### src/rtl/axis_insert_hdr_pkg.sv
// Shared types and byte-count helpers for the header-insert datapath.
package axis_insert_hdr_pkg;

    // Widest beat the helpers support, in bytes; callers slice the result.
    localparam int MAX_BYTES = 64;

    typedef enum logic [1:0] {
        IDLE,
        STREAM,
        FLUSH
    } state_t;

    // Number of set bits in an MSB-aligned byte-enable vector.
    function automatic int keep2cnt(input logic [MAX_BYTES-1:0] keep);
        int n;
        n = 0;
        for (int i = 0; i < MAX_BYTES; i++) begin
            if (keep[i]) n++;
        end
        return n;
    endfunction

    // Byte-enable vector with the top cnt of nbytes lanes set.
    function automatic logic [MAX_BYTES-1:0] cnt2keep_msb(input int cnt, input int nbytes);
        logic [MAX_BYTES-1:0] k;
        k = '0;
        for (int i = 0; i < MAX_BYTES; i++) begin
            if (i < nbytes && i >= nbytes - cnt) k[i] = 1'b1;
        end
        return k;
    endfunction

endpackage

### src/rtl/axis_insert_hdr_if.sv
// Payload, header and output channels of the header-insert block.
// slave: the block's view; master: the view of whatever drives it.
interface axis_insert_hdr_if #(
    parameter int DATA_WD      = 32,
    parameter int DATA_BYTE_WD = DATA_WD / 8,
    parameter int BYTE_CNT_WD  = $clog2(DATA_BYTE_WD)
);
    logic                    valid_in;
    logic [DATA_WD-1:0]      data_in;
    logic [DATA_BYTE_WD-1:0] keep_in;
    logic                    last_in;
    logic                    ready_in;

    logic                    valid_out;
    logic [DATA_WD-1:0]      data_out;
    logic [DATA_BYTE_WD-1:0] keep_out;
    logic                    last_out;
    logic                    ready_out;

    logic                    valid_insert;
    logic [DATA_WD-1:0]      data_insert;
    logic [DATA_BYTE_WD-1:0] keep_insert;
    logic [BYTE_CNT_WD-1:0]  byte_insert_cnt;
    logic                    ready_insert;

    modport slave (
        input  valid_in, data_in, keep_in, last_in,
        output ready_in,
        output valid_out, data_out, keep_out, last_out,
        input  ready_out,
        input  valid_insert, data_insert, keep_insert, byte_insert_cnt,
        output ready_insert
    );

    modport master (
        output valid_in, data_in, keep_in, last_in,
        input  ready_in,
        input  valid_out, data_out, keep_out, last_out,
        output ready_out,
        output valid_insert, data_insert, keep_insert, byte_insert_cnt,
        input  ready_insert
    );
endinterface

### src/rtl/axis_insert_hdr_out_reg.sv
// Valid/ready register slice for the output beat (data, keep, last).
// Loads a new beat in the same cycle the held one is consumed.
module axis_insert_hdr_out_reg #(
    parameter int DATA_WD      = 32,
    parameter int DATA_BYTE_WD = DATA_WD / 8
) (
    input  logic                    clk,
    input  logic                    rst,
    input  logic                    in_valid,
    input  logic [DATA_WD-1:0]      in_data,
    input  logic [DATA_BYTE_WD-1:0] in_keep,
    input  logic                    in_last,
    output logic                    in_ready,
    output logic                    out_valid,
    output logic [DATA_WD-1:0]      out_data,
    output logic [DATA_BYTE_WD-1:0] out_keep,
    output logic                    out_last,
    input  logic                    out_ready
);
    logic                    vld_p1;
    logic [DATA_WD-1:0]      data_p1;
    logic [DATA_BYTE_WD-1:0] keep_p1;
    logic                    last_p1;

    assign in_ready = !vld_p1 || out_ready;

    // Stage p1: capture the formed beat whenever the slot is free or draining.
    always_ff @(posedge clk) begin
        if (rst) begin
            vld_p1  <= 1'b0;
            data_p1 <= '0;
            keep_p1 <= '0;
            last_p1 <= 1'b0;
        end else if (in_ready) begin
            vld_p1 <= in_valid;
            if (in_valid) begin
                data_p1 <= in_data;
                keep_p1 <= in_keep;
                last_p1 <= in_last;
            end
        end
    end

    assign out_valid = vld_p1;
    assign out_data  = data_p1;
    assign out_keep  = keep_p1;
    assign out_last  = last_p1;
endmodule

### src/rtl/axi_stream_insert_header.sv
// Prepends a 1..DATA_BYTE_WD byte header to each AXI-Stream packet and
// re-packs header plus payload into full big-endian beats.
// Optional macro AXIS_INSERT_HDR_ASSERT_EN compiles protocol assertions.
module axi_stream_insert_header
    import axis_insert_hdr_pkg::*;
#(
    parameter int DATA_WD      = 32,
    parameter int DATA_BYTE_WD = DATA_WD / 8,
    parameter int BYTE_CNT_WD  = $clog2(DATA_BYTE_WD)
) (
    input logic             clk,
    input logic             rst,
    axis_insert_hdr_if.slave bus
);
    // Counts up to two beats' worth of bytes (header + last payload).
    localparam int CNT_W = BYTE_CNT_WD + 2;
    localparam logic [CNT_W-1:0] NB_C = CNT_W'(DATA_BYTE_WD);

    state_t                  state;
    logic                    hdr_rdy;
    logic [DATA_WD-1:0]      carry;     // pending bytes, LSB-aligned
    logic [CNT_W-1:0]        h_len;     // header length H
    logic [CNT_W-1:0]        rem_len;   // residue bytes for FLUSH
    logic [CNT_W-1:0]        total;
    int                      sh_c;
    int                      sh_d;
    logic [DATA_WD-1:0]      merged;
    logic [MAX_BYTES-1:0]    keep_w;
    logic                    beat_vld;
    logic [DATA_WD-1:0]      beat_data;
    logic [DATA_BYTE_WD-1:0] beat_keep;
    logic                    beat_last;
    logic                    slot_rdy;
    logic                    unused_keep_hi;

    function automatic logic [DATA_WD-1:0] byte_mask(input logic [DATA_BYTE_WD-1:0] k);
        logic [DATA_WD-1:0] m;
        for (int i = 0; i < DATA_BYTE_WD; i++) m[i*8 +: 8] = {8{k[i]}};
        return m;
    endfunction

    assign bus.ready_insert = hdr_rdy;
    assign bus.ready_in     = (state == STREAM) && slot_rdy;
    assign unused_keep_hi   = ^keep_w[MAX_BYTES-1:DATA_BYTE_WD];

    // Form the next output beat: carry bytes on top, fresh payload below.
    always_comb begin
        total     = h_len + CNT_W'(keep2cnt(MAX_BYTES'(bus.keep_in)));
        sh_c      = (DATA_BYTE_WD - int'(h_len)) * 8;
        sh_d      = int'(h_len) * 8;
        merged    = (carry << sh_c) | (bus.data_in >> sh_d);
        keep_w    = '0;
        beat_vld  = 1'b0;
        beat_data = '0;
        beat_keep = '0;
        beat_last = 1'b0;
        case (state)
            STREAM: begin
                if (bus.valid_in) begin
                    beat_vld = 1'b1;
                    if (bus.last_in && total <= NB_C) begin
                        keep_w    = cnt2keep_msb(int'(total), DATA_BYTE_WD);
                        beat_keep = keep_w[DATA_BYTE_WD-1:0];
                        beat_data = merged & byte_mask(beat_keep);
                        beat_last = 1'b1;
                    end else begin
                        beat_keep = '1;
                        beat_data = merged;
                    end
                end
            end
            FLUSH: begin
                beat_vld  = 1'b1;
                keep_w    = cnt2keep_msb(int'(rem_len), DATA_BYTE_WD);
                beat_keep = keep_w[DATA_BYTE_WD-1:0];
                beat_data = (carry << sh_c) & byte_mask(beat_keep);
                beat_last = 1'b1;
            end
            default: ;
        endcase
    end

    // Packet sequencing: take a header, stream payload, emit any residue.
    always_ff @(posedge clk) begin
        if (rst) begin
            state   <= IDLE;
            hdr_rdy <= 1'b0;
            carry   <= '0;
            h_len   <= '0;
            rem_len <= '0;
        end else begin
            case (state)
                IDLE: begin
                    if (bus.valid_insert && hdr_rdy) begin
                        carry   <= bus.data_insert & byte_mask(bus.keep_insert);
                        h_len   <= (bus.byte_insert_cnt == '0) ? NB_C : CNT_W'(bus.byte_insert_cnt);
                        hdr_rdy <= 1'b0;
                        state   <= STREAM;
                    end else begin
                        hdr_rdy <= 1'b1;
                    end
                end
                STREAM: begin
                    if (bus.valid_in && slot_rdy) begin
                        carry <= bus.data_in;
                        if (bus.last_in) begin
                            if (total <= NB_C) begin
                                state   <= IDLE;
                                hdr_rdy <= 1'b1;
                            end else begin
                                rem_len <= total - NB_C;
                                state   <= FLUSH;
                            end
                        end
                    end
                end
                FLUSH: begin
                    if (slot_rdy) begin
                        state   <= IDLE;
                        hdr_rdy <= 1'b1;
                    end
                end
                default: state <= IDLE;
            endcase
        end
    end

    axis_insert_hdr_out_reg #(
        .DATA_WD      (DATA_WD),
        .DATA_BYTE_WD (DATA_BYTE_WD)
    ) u_out_reg (
        .clk       (clk),
        .rst       (rst),
        .in_valid  (beat_vld),
        .in_data   (beat_data),
        .in_keep   (beat_keep),
        .in_last   (beat_last),
        .in_ready  (slot_rdy),
        .out_valid (bus.valid_out),
        .out_data  (bus.data_out),
        .out_keep  (bus.keep_out),
        .out_last  (bus.last_out),
        .out_ready (bus.ready_out)
    );

`ifdef AXIS_INSERT_HDR_ASSERT_EN
    logic [MAX_BYTES-1:0]    keep_in_exp;
    logic [DATA_BYTE_WD-1:0] keep_ins_exp;
    int                      hdr_h;

    // Reference byte enables for the protocol checks below.
    always_comb begin
        keep_in_exp  = cnt2keep_msb(keep2cnt(MAX_BYTES'(bus.keep_in)), DATA_BYTE_WD);
        hdr_h        = (bus.byte_insert_cnt == '0) ? DATA_BYTE_WD : int'(bus.byte_insert_cnt);
        keep_ins_exp = '0;
        for (int i = 0; i < DATA_BYTE_WD; i++) begin
            if (i < hdr_h) keep_ins_exp[i] = 1'b1;
        end
    end

    a_keep_in: assert property (@(posedge clk) disable iff (rst)
        bus.valid_in |-> (bus.last_in ? (bus.keep_in == keep_in_exp[DATA_BYTE_WD-1:0]) : (&bus.keep_in)));
    a_keep_insert: assert property (@(posedge clk) disable iff (rst)
        bus.valid_insert |-> (bus.keep_insert == keep_ins_exp));
    a_in_stable: assert property (@(posedge clk) disable iff (rst)
        bus.valid_in && !bus.ready_in |=> bus.valid_in && $stable(bus.data_in));
    a_insert_stable: assert property (@(posedge clk) disable iff (rst)
        bus.valid_insert && !bus.ready_insert |=> bus.valid_insert && $stable(bus.data_insert));
    a_out_stable: assert property (@(posedge clk) disable iff (rst)
        bus.valid_out && !bus.ready_out |=> $stable(bus.data_out) && $stable(bus.keep_out) && $stable(bus.last_out));
`endif

endmodule

### src/flat_wrapper.sv
// flat-port wrapper written by rule: the top's interface ports become plain ports
module axi_stream_insert_header_flat import axis_insert_hdr_pkg::*;
#(
    parameter int DATA_WD      = 32,
    parameter int DATA_BYTE_WD = DATA_WD / 8,
    parameter int BYTE_CNT_WD  = $clog2(DATA_BYTE_WD)
)
  (clk, rst, bus_valid_in, bus_data_in, bus_keep_in, bus_last_in, bus_ready_in, bus_valid_out, bus_data_out, bus_keep_out, bus_last_out, bus_ready_out, bus_valid_insert, bus_data_insert, bus_keep_insert, bus_byte_insert_cnt, bus_ready_insert);
  axis_insert_hdr_if #(.DATA_WD(DATA_WD), .DATA_BYTE_WD(DATA_BYTE_WD), .BYTE_CNT_WD(BYTE_CNT_WD)) bus_i ();
  input logic clk;
  input logic rst;
  input wire logic [$bits(bus_i.valid_in)-1:0] bus_valid_in;
  input wire logic [$bits(bus_i.data_in)-1:0] bus_data_in;
  input wire logic [$bits(bus_i.keep_in)-1:0] bus_keep_in;
  input wire logic [$bits(bus_i.last_in)-1:0] bus_last_in;
  output wire logic [$bits(bus_i.ready_in)-1:0] bus_ready_in;
  output wire logic [$bits(bus_i.valid_out)-1:0] bus_valid_out;
  output wire logic [$bits(bus_i.data_out)-1:0] bus_data_out;
  output wire logic [$bits(bus_i.keep_out)-1:0] bus_keep_out;
  output wire logic [$bits(bus_i.last_out)-1:0] bus_last_out;
  input wire logic [$bits(bus_i.ready_out)-1:0] bus_ready_out;
  input wire logic [$bits(bus_i.valid_insert)-1:0] bus_valid_insert;
  input wire logic [$bits(bus_i.data_insert)-1:0] bus_data_insert;
  input wire logic [$bits(bus_i.keep_insert)-1:0] bus_keep_insert;
  input wire logic [$bits(bus_i.byte_insert_cnt)-1:0] bus_byte_insert_cnt;
  output wire logic [$bits(bus_i.ready_insert)-1:0] bus_ready_insert;
  assign bus_i.valid_in = bus_valid_in;
  assign bus_i.data_in = bus_data_in;
  assign bus_i.keep_in = bus_keep_in;
  assign bus_i.last_in = bus_last_in;
  assign bus_ready_in = bus_i.ready_in;
  assign bus_valid_out = bus_i.valid_out;
  assign bus_data_out = bus_i.data_out;
  assign bus_keep_out = bus_i.keep_out;
  assign bus_last_out = bus_i.last_out;
  assign bus_i.ready_out = bus_ready_out;
  assign bus_i.valid_insert = bus_valid_insert;
  assign bus_i.data_insert = bus_data_insert;
  assign bus_i.keep_insert = bus_keep_insert;
  assign bus_i.byte_insert_cnt = bus_byte_insert_cnt;
  assign bus_ready_insert = bus_i.ready_insert;
  axi_stream_insert_header #(.DATA_WD(DATA_WD), .DATA_BYTE_WD(DATA_BYTE_WD), .BYTE_CNT_WD(BYTE_CNT_WD)) u_core (.clk(clk), .rst(rst), .bus(bus_i));
endmodule
### config.mk
export PLATFORM = sky130hd
export DESIGN_NAME = axi_stream_insert_header_flat
export DESIGN_NICKNAME = d
export VERILOG_FILES = /design/src/rtl/axis_insert_hdr_pkg.sv /design/src/rtl/axis_insert_hdr_if.sv /design/src/rtl/axis_insert_hdr_out_reg.sv /design/src/rtl/axi_stream_insert_header.sv /design/src/flat_wrapper.sv
export SDC_FILE = /design/constraint.sdc
export NUM_CORES = 1
export LEC_CHECK = 0
export ABC_AREA = 1
export CORE_MARGIN = 5
export CORE_UTILIZATION = 50
export CTS_CLUSTER_DIAMETER = 60
export CTS_CLUSTER_SIZE = 16
export DETAILED_ROUTE_END_ITERATION = 6
export PLACE_DENSITY = 0.81
export SLEW_MARGIN = 20
export SYNTH_ARGS = -nofsm -noshare
export SYNTH_HDL_FRONTEND = slang
export SYNTH_SLANG_ARGS = --single-unit
### constraint.sdc
create_clock -name clk -period 5.3 [get_ports clk]
set_input_delay 1.06 -clock clk [delete_from_list [all_inputs] [get_ports clk]]
set_output_delay 1.06 -clock clk [all_outputs]
set_load 0.1 [all_outputs]
# [Word-level counts from Yosys, hierarchy flattened]
# Cells that the tools add are included.
# W data, S select, Z words.
[word_totals] regBits=81 in_bits=80
[op_classes] n_addsub=8 order_cmp=9 eq_ne=7 n_shift=2 n_mux=55 bitwise=5 reduce_logical=16
[ops] op="$ge A3 B32 Y1 const A" n=4
[ops] op="$mux W32" n=4
[ops] op="$pmux W32 S2" n=2
[ops] op="$and A32 B32 Y32" n=3
[ops] op="$ge A1 B32 Y1 const A" n=2
[ops] op="$ge A2 B32 Y1 const A" n=2
[ops] op="$mux W1" n=33
[ops] op="$or A32 B32 Y32" n=1
[ops] op="$shl A32 B32 Y32" n=1
[ops] op="$shr A32 B7 Y32" n=1
[ops] op="$mux W4" n=4
[ops] op="$sub A3 B4 Y5 const A" n=3
[ops] op="$mux W2" n=6
[ops] op="$pmux W4 S2" n=1
[ops] op="$reduce_and A4 Y1" n=2
[ops] op="$ne A2 B2 Y1 const B" n=3
[ops] op="$pmux W2 S3" n=1
[ops] op="$reduce_and A5 Y1" n=1
[ops] op="$add A4 B2 Y4 const B" n=1
[ops] op="$add A4 B4 Y4" n=1
[ops] op="$le A4 B3 Y1 const B" n=1
[ops] op="$logic_and A1 B1 Y1" n=4
[ops] op="$logic_not A2 Y1" n=2
[ops] op="$ne A2 B1 Y1 const B" n=2
[ops] op="other kinds (15)" n=17

# [Logic depth before layout (Yosys ltp)]
[logic_depth] depth_word=18 mapped_depth=21 ltp_nobuf=21

# [Cells and area by module]
# Synthesis repeated with hierarchy kept, for this count alone.
[unflattened] cells_unflattened=964 hier_area_um2=6129.6
[modules_own_cells] module="axi_stream_insert_header" instances=1 cells_each=717 area_per_inst_um2=4267.8
[modules_own_cells] module="axis_insert_hdr_out_reg" instances=1 cells_each=247 area_per_inst_um2=1861.8

# [Least setup slack after synthesis]
# OpenSTA, ideal clock, no wires.
[synth_timing] path_kind="input-to-reg" start="in bus_keep_in[0]" end="reg u_core.u_out_reg.data_p1[21], in the netlist u_core.u_out_reg.out_data[21]" setup_ns=0.132 arrival_ns=3.869 required_time_ns=5.168 path_slack_ns=1.299 stages=21 path_cell_list="inv_1 > ha_1 > xor2_1 > ha_1 > inv_1 > o21ai_0 > inv_1 > fa_1 > inv_2 > nand2_1 > nand2_2 > inv_1 > ha_1 > nand2_1 > nand3_1 > nor2_1 > nand2_2 > nand2_1 > nand2_2 > nand3_1 > a21oi_1"
[synth_between] elab_chain_len=18 elab_cells_between_ends=20 classes_between="5 x add/sub; 2 x order compare; 11 x mux; 1 x bitwise; 1 x reduce/logical"
[synth_rtl] element="start: declaration" line="flat_wrapper.sv:14" text="input wire logic [$bits(bus_i.keep_in)-1:0] bus_keep_in;"
[synth_rtl] element="$mux W1 *" line="axis_insert_hdr_pkg.sv:18" text="if (keep[i]) n++;"
[synth_rtl] element="$add A1 B1 Y2" line="axis_insert_hdr_pkg.sv:18"
[synth_rtl] element="$mux W2 *" line="axis_insert_hdr_pkg.sv:18"
[synth_rtl] element="$add A2 B1 Y3" line="axis_insert_hdr_pkg.sv:18"
[synth_rtl] element="$mux W4 *" line="axis_insert_hdr_pkg.sv:18"
[synth_rtl] element="$add A4 B2 Y4" line="axis_insert_hdr_pkg.sv:18"
[synth_rtl] element="$mux W4 *" line="axis_insert_hdr_pkg.sv:18"
[synth_rtl] element="$add A4 B4 Y4 *" line="axi_stream_insert_header.sv:48" text="total = h_len + CNT_W'(keep2cnt(MAX_BYTES'(bus.keep_in)));"
[synth_rtl] element="(+2 left out)"
[synth_rtl] element="$mux W1" line="axis_insert_hdr_pkg.sv:28" text="if (i < nbytes && i >= nbytes - cnt) k[i] = 1'b1;"
[synth_rtl] element="$mux W1" line="axi_stream_insert_header.sv:61" text="if (bus.last_in && total <= NB_C) begin"
[synth_rtl] element="$mux W1" line="axi_stream_insert_header.sv:59" text="if (bus.valid_in) begin"
[synth_rtl] element="$mux W1" line="axi_stream_insert_header.sv:57" text="case (state)"
[synth_rtl] element="$and A32 B32 Y32" line="axi_stream_insert_header.sv:64" text="beat_data = merged & byte_mask(beat_keep);"
[synth_rtl] element="$mux W32 *" line="axi_stream_insert_header.sv:61"
[synth_rtl] element="$mux W32 *" line="axi_stream_insert_header.sv:59"
[synth_rtl] element="$pmux W32 S2 *" line="axi_stream_insert_header.sv:57"
[synth_rtl] element="end signal: assignment" line="axis_insert_hdr_out_reg.sv:37" text="data_p1 <= in_data;"
[synth_rtl] element="end: declaration" line="axis_insert_hdr_out_reg.sv:21" text="logic [DATA_WD-1:0] data_p1;"
# Every way passes the cells marked *; elsewhere a longest branch is shown, timed or not. The select of a mux whose other input is x is not followed.
# A chain may end at the register's enable or synchronous reset.

# [Final worst setup path]
[layout_timing] start="in bus_keep_in[0]" end="reg u_core.u_out_reg.data_p1[7], in the netlist u_core.u_out_reg.out_data[7]"
[layout_between] elab_chain_len=18 elab_cells_between_ends=20 classes_between="5 x add/sub; 2 x order compare; 11 x mux; 1 x bitwise; 1 x reduce/logical"
[layout_rtl] element="$mux W1 *" line="axis_insert_hdr_pkg.sv:18"
[layout_rtl] element="$add A1 B1 Y2" line="axis_insert_hdr_pkg.sv:18"
[layout_rtl] element="$mux W2 *" line="axis_insert_hdr_pkg.sv:18"
[layout_rtl] element="$add A2 B1 Y3" line="axis_insert_hdr_pkg.sv:18"
[layout_rtl] element="$mux W4 *" line="axis_insert_hdr_pkg.sv:18"
[layout_rtl] element="$add A4 B2 Y4" line="axis_insert_hdr_pkg.sv:18"
[layout_rtl] element="$mux W4 *" line="axis_insert_hdr_pkg.sv:18"
[layout_rtl] element="$add A4 B4 Y4 *" line="axi_stream_insert_header.sv:48"
[layout_rtl] element="(+2 left out)"
[layout_rtl] element="$mux W1" line="axis_insert_hdr_pkg.sv:28"
[layout_rtl] element="$mux W1" line="axi_stream_insert_header.sv:61"
[layout_rtl] element="$mux W1" line="axi_stream_insert_header.sv:59"
[layout_rtl] element="$mux W1" line="axi_stream_insert_header.sv:57"
[layout_rtl] element="$and A32 B32 Y32" line="axi_stream_insert_header.sv:64"
[layout_rtl] element="$mux W32 *" line="axi_stream_insert_header.sv:61"
[layout_rtl] element="$mux W32 *" line="axi_stream_insert_header.sv:59"
[layout_rtl] element="$pmux W32 S2 *" line="axi_stream_insert_header.sv:57"
# Marked as above.

==> metrics.csv <==
stage;metric;value;unit
run_status;status;finished clean;
min_path;worstHoldPathType;reg2reg;
clock_network;cts_tree;done;
drt;wirelength;18420;um
timing;post-route-min-period;4.610;ns
synth;syn_area;5324;sq um
synth;ys_seq_area_share;30.08;%
clock_network;clockBufferDepth;2;
drt;drc;0;
timing;slew_headroom;33.32;%
synth;async_reset_ff_share;0;%
clock_network;cts_sinks;80;
timing;worst_pin_slew;0.9970;ns
drt;vias_per_cell;5.652;
synth;syn-mean-instance-area;6.438;sq um
pwr;p_clk_share;18.1;%
timing;fin_hold_ws;0.4667;ns
timing;fmax;216.9;MHz
critical_path;worst_path_max_delay_cell;clkdlybuf4s50_1;
synth;yosys-top-cells-area;dfxtp_1 (30%), nand2_1 (12%), o21ai_0 (9.9%);
synth;syn_inst;827;
synth;ys_seq_elements;80;
clock_network;cts_buffers;9;
global_route;grt_usage;28.25;%
timing;grt_setup_unrepaired;no;
pwr;power_frac_comb;53.0;%
pwr;cellPowerDensity;439.8;nW/um^2
final_layout;antenna_cells;0;
synth;synth-main-ff-cell;dfxtp_1;
die;ios;120;
critical_path;critPathTopFamily;adder cells;
critical_path;cp.arrival;4.87;ns
pwr;swShare;50.84;%
critical_path;path_cells;clkdlybuf4s50_1 -> inv_1 -> ha_1 -> xor2_1 -> ha_1 -> inv_1 -> o21ai_0 -> inv_1 -> fa_1 -> inv_2 -> nand2_1 -> nand2_2 -> inv_1 -> ha_1 -> nand2_1 -> nand4_1 -> nand2_1 -> nand2_1 -> nand3_1 -> a21oi_1;
die;start_util;51.34;%
die;row_count;37;
timing;hold_viol;0;
critical_path;critPathMaxStageDelay;0.50;ns
placed_design;io_buffers;119;
clock_network;clk_latency;0.37;ns
pwr;seqPwrFrac;28.9;%
clock_network;cts_resized;0;
drt;drt_iter0_drc;704;
synth;synth_cell_types;38;
global_route;use_met3;4.973;%
critical_path;cp-end-kind;flop;
global_route;grt_pass1_vias;5402;
global_route;grt_pass1_wl;28570;um
drt;drtPass1Iterations;6;
critical_path;cp_max_fo;9;
synth;synth-edff-count;0;
clock_network;cts_htree_levels;3;
synth;synth_top_cell_area_share;30.08;%
run;maxCapViolations;0;
synth;synth_area_leader_cell;dfxtp_1;
synth;syn_nets;931;
timing;setup-violations-final;0;
clock_network;clk_pin_slew;0.09;ns
global_route;grtUsageMet2;43.88;%
critical_path;crit_buf_inv;6;
timing;min_period_over_period;86.99;%
pwr;switching_power;1506;uW
placed_design;dpl.cell_count;1038;
timing;fin_skew;0.01069;ns
timing;finalMaxSlewViolations;0;
global_route;grt_overflow;0;
critical_path;cp.required;5.55;ns
die;fp.coreArea;10370;sq um
drt;wl_per_cell;17.47;um
synth;yosysMostFrequentCell;nand2_1;
die;die_h;113.2;um
global_route;grt_antenna_before_repair;0;
critical_path;crit_type;in2reg;
drt;ant_nets;0;
placed_design;hpwl;14470;um
die;die_x;113.2;um
pwr;p_leak;0.002664;uW
pwr;ir_drop;0.0002829;V
drt;dr_total_vias;5957;
critical_path;startpoint_type;primary input;
timing;tns;0;ns
final_layout;synthToLayoutAreaGrowth;26.53;%
final_layout;drive_gt1_share;5.882;%
clock_network;post-cts-setup-buffers;0;
global_route;grtUsageMet1;40.50;%
final_layout;fin_nets;1017;
synth;synth_common_cells;nand2_1 (175), o21ai_0 (105), nand3_1 (86);
global_route;busiest_layer;met2;
pwr;internal-power;1456;uW
synth;yosysWarningCount;0;
die;die_area;12810;sq um
critical_path;reg2reg_slack;1.75;ns
placed_design;gp_congestion;0.9380;
final_layout;stdcell_count;1054;
clock_network;clockRootBuffer;clkbuf_8;
clock_network;postCtsHoldBufs;0;
global_route;grt_max_degree;85;
final_layout;fill_cells;1006;
## placed cells by master, fill, tap and decap left out, types with 6 or more instances in the layout
cell,n
inv_1,76
a31oi_1,28
inv_2,10
clkdlybuf4s50_1,118
o22ai_1,13
dfxtp_1,79
a21oi_1,69
nand2_1,175
nand3_1,86
nand2_2,10
nor2_1,49
ha_1,23
nand4_1,12
o21ai_0,105
clkbuf_8,9
nor3_1,6
## cell families after synthesis
logic type,share of synthesized area (%)
AND/OR/NAND/NOR,29.24
AO/OA/AOI/OAI,24.30
buffers and inverters,10.11
flip-flops,30.08
adder cells (fa/ha/maj),5.782
XOR/XNOR,0.4936
## flip-flops by register name, summed over array words and instances (netlist names)
register	count
u_core.carry	32
u_core.u_out_reg.out_data	32
u_core.rem_len	4
u_core.u_out_reg.out_keep	4
u_core.h_len	3
u_core.state	2
u_core.bus.ready_insert	1
u_core.u_out_reg.out_last	1
u_core.u_out_reg.out_valid	1
## tightest hold or removal path: stages, from the launching register on
cell and delay, ns:
dfxtp_1 0.32, nand2_1 0.06, a21oi_1 0.05
## routing by layer
layer  routed length (um)  vias to the layer above
li1                     -                     2965
met1                 8346                     2651
met2                 7971                      314
met3                 1722                       27
met4                  376                        0
met5                    0                        -
## metrics by stage
stage | cell area [sq um] | power, uW | worst slack [ns] | utilization [%]
floorplan | 5324 | 1944 | 1.299 | -
global placement | 6506 | 2384 | 0.5002 | 62.74
detailed placement | 6506 | 2392 | 0.3482 | 62.74
CTS | 6736 | 2922 | 0.7292 | 64.96
global route | 6736 | 3141 | 0.3151 | 64.96
finish | 6736 | 2963 | 0.6895 | 64.96
## power groups by stage
stage          combinational [uW]  clock, uW  sequential, uW
6_report                     1570        536             858
5_1_grt                      1710        565             868
4_1_cts                      1530        537             850
3_5_place_dp                 1530          0             864
3_3_place_gp                 1520          0             860
2_1_floorplan                 931          0            1010
## cell type report
cell class	count	area, sq um	share of cell area [%]
sequential	80	1603	23.79
tap	136	170.2	2.526
clock buffer	9	123.9	1.839
multi-input combinational	611	3184	47.27
clock inverter	7	106.4	1.579
timing repair buffer	123	1219	18.09
inverter	88	330.3	4.903
## path summary, 6_finish.rpt
check | startpoint | endpoint | cells after the start
worst max-delay path | bus_keep_in[0] | u_core.u_out_reg.out_data[7] | 20
worst min-delay path | u_core.u_out_reg.out_data[18] | u_core.u_out_reg.out_data[18] | 2
worst max register to register | u_core.state[1] | u_core.carry[6] | 9
worst min register to register | u_core.u_out_reg.out_data[18] | u_core.u_out_reg.out_data[18] | 2
(Power assumes the default switching activity.)
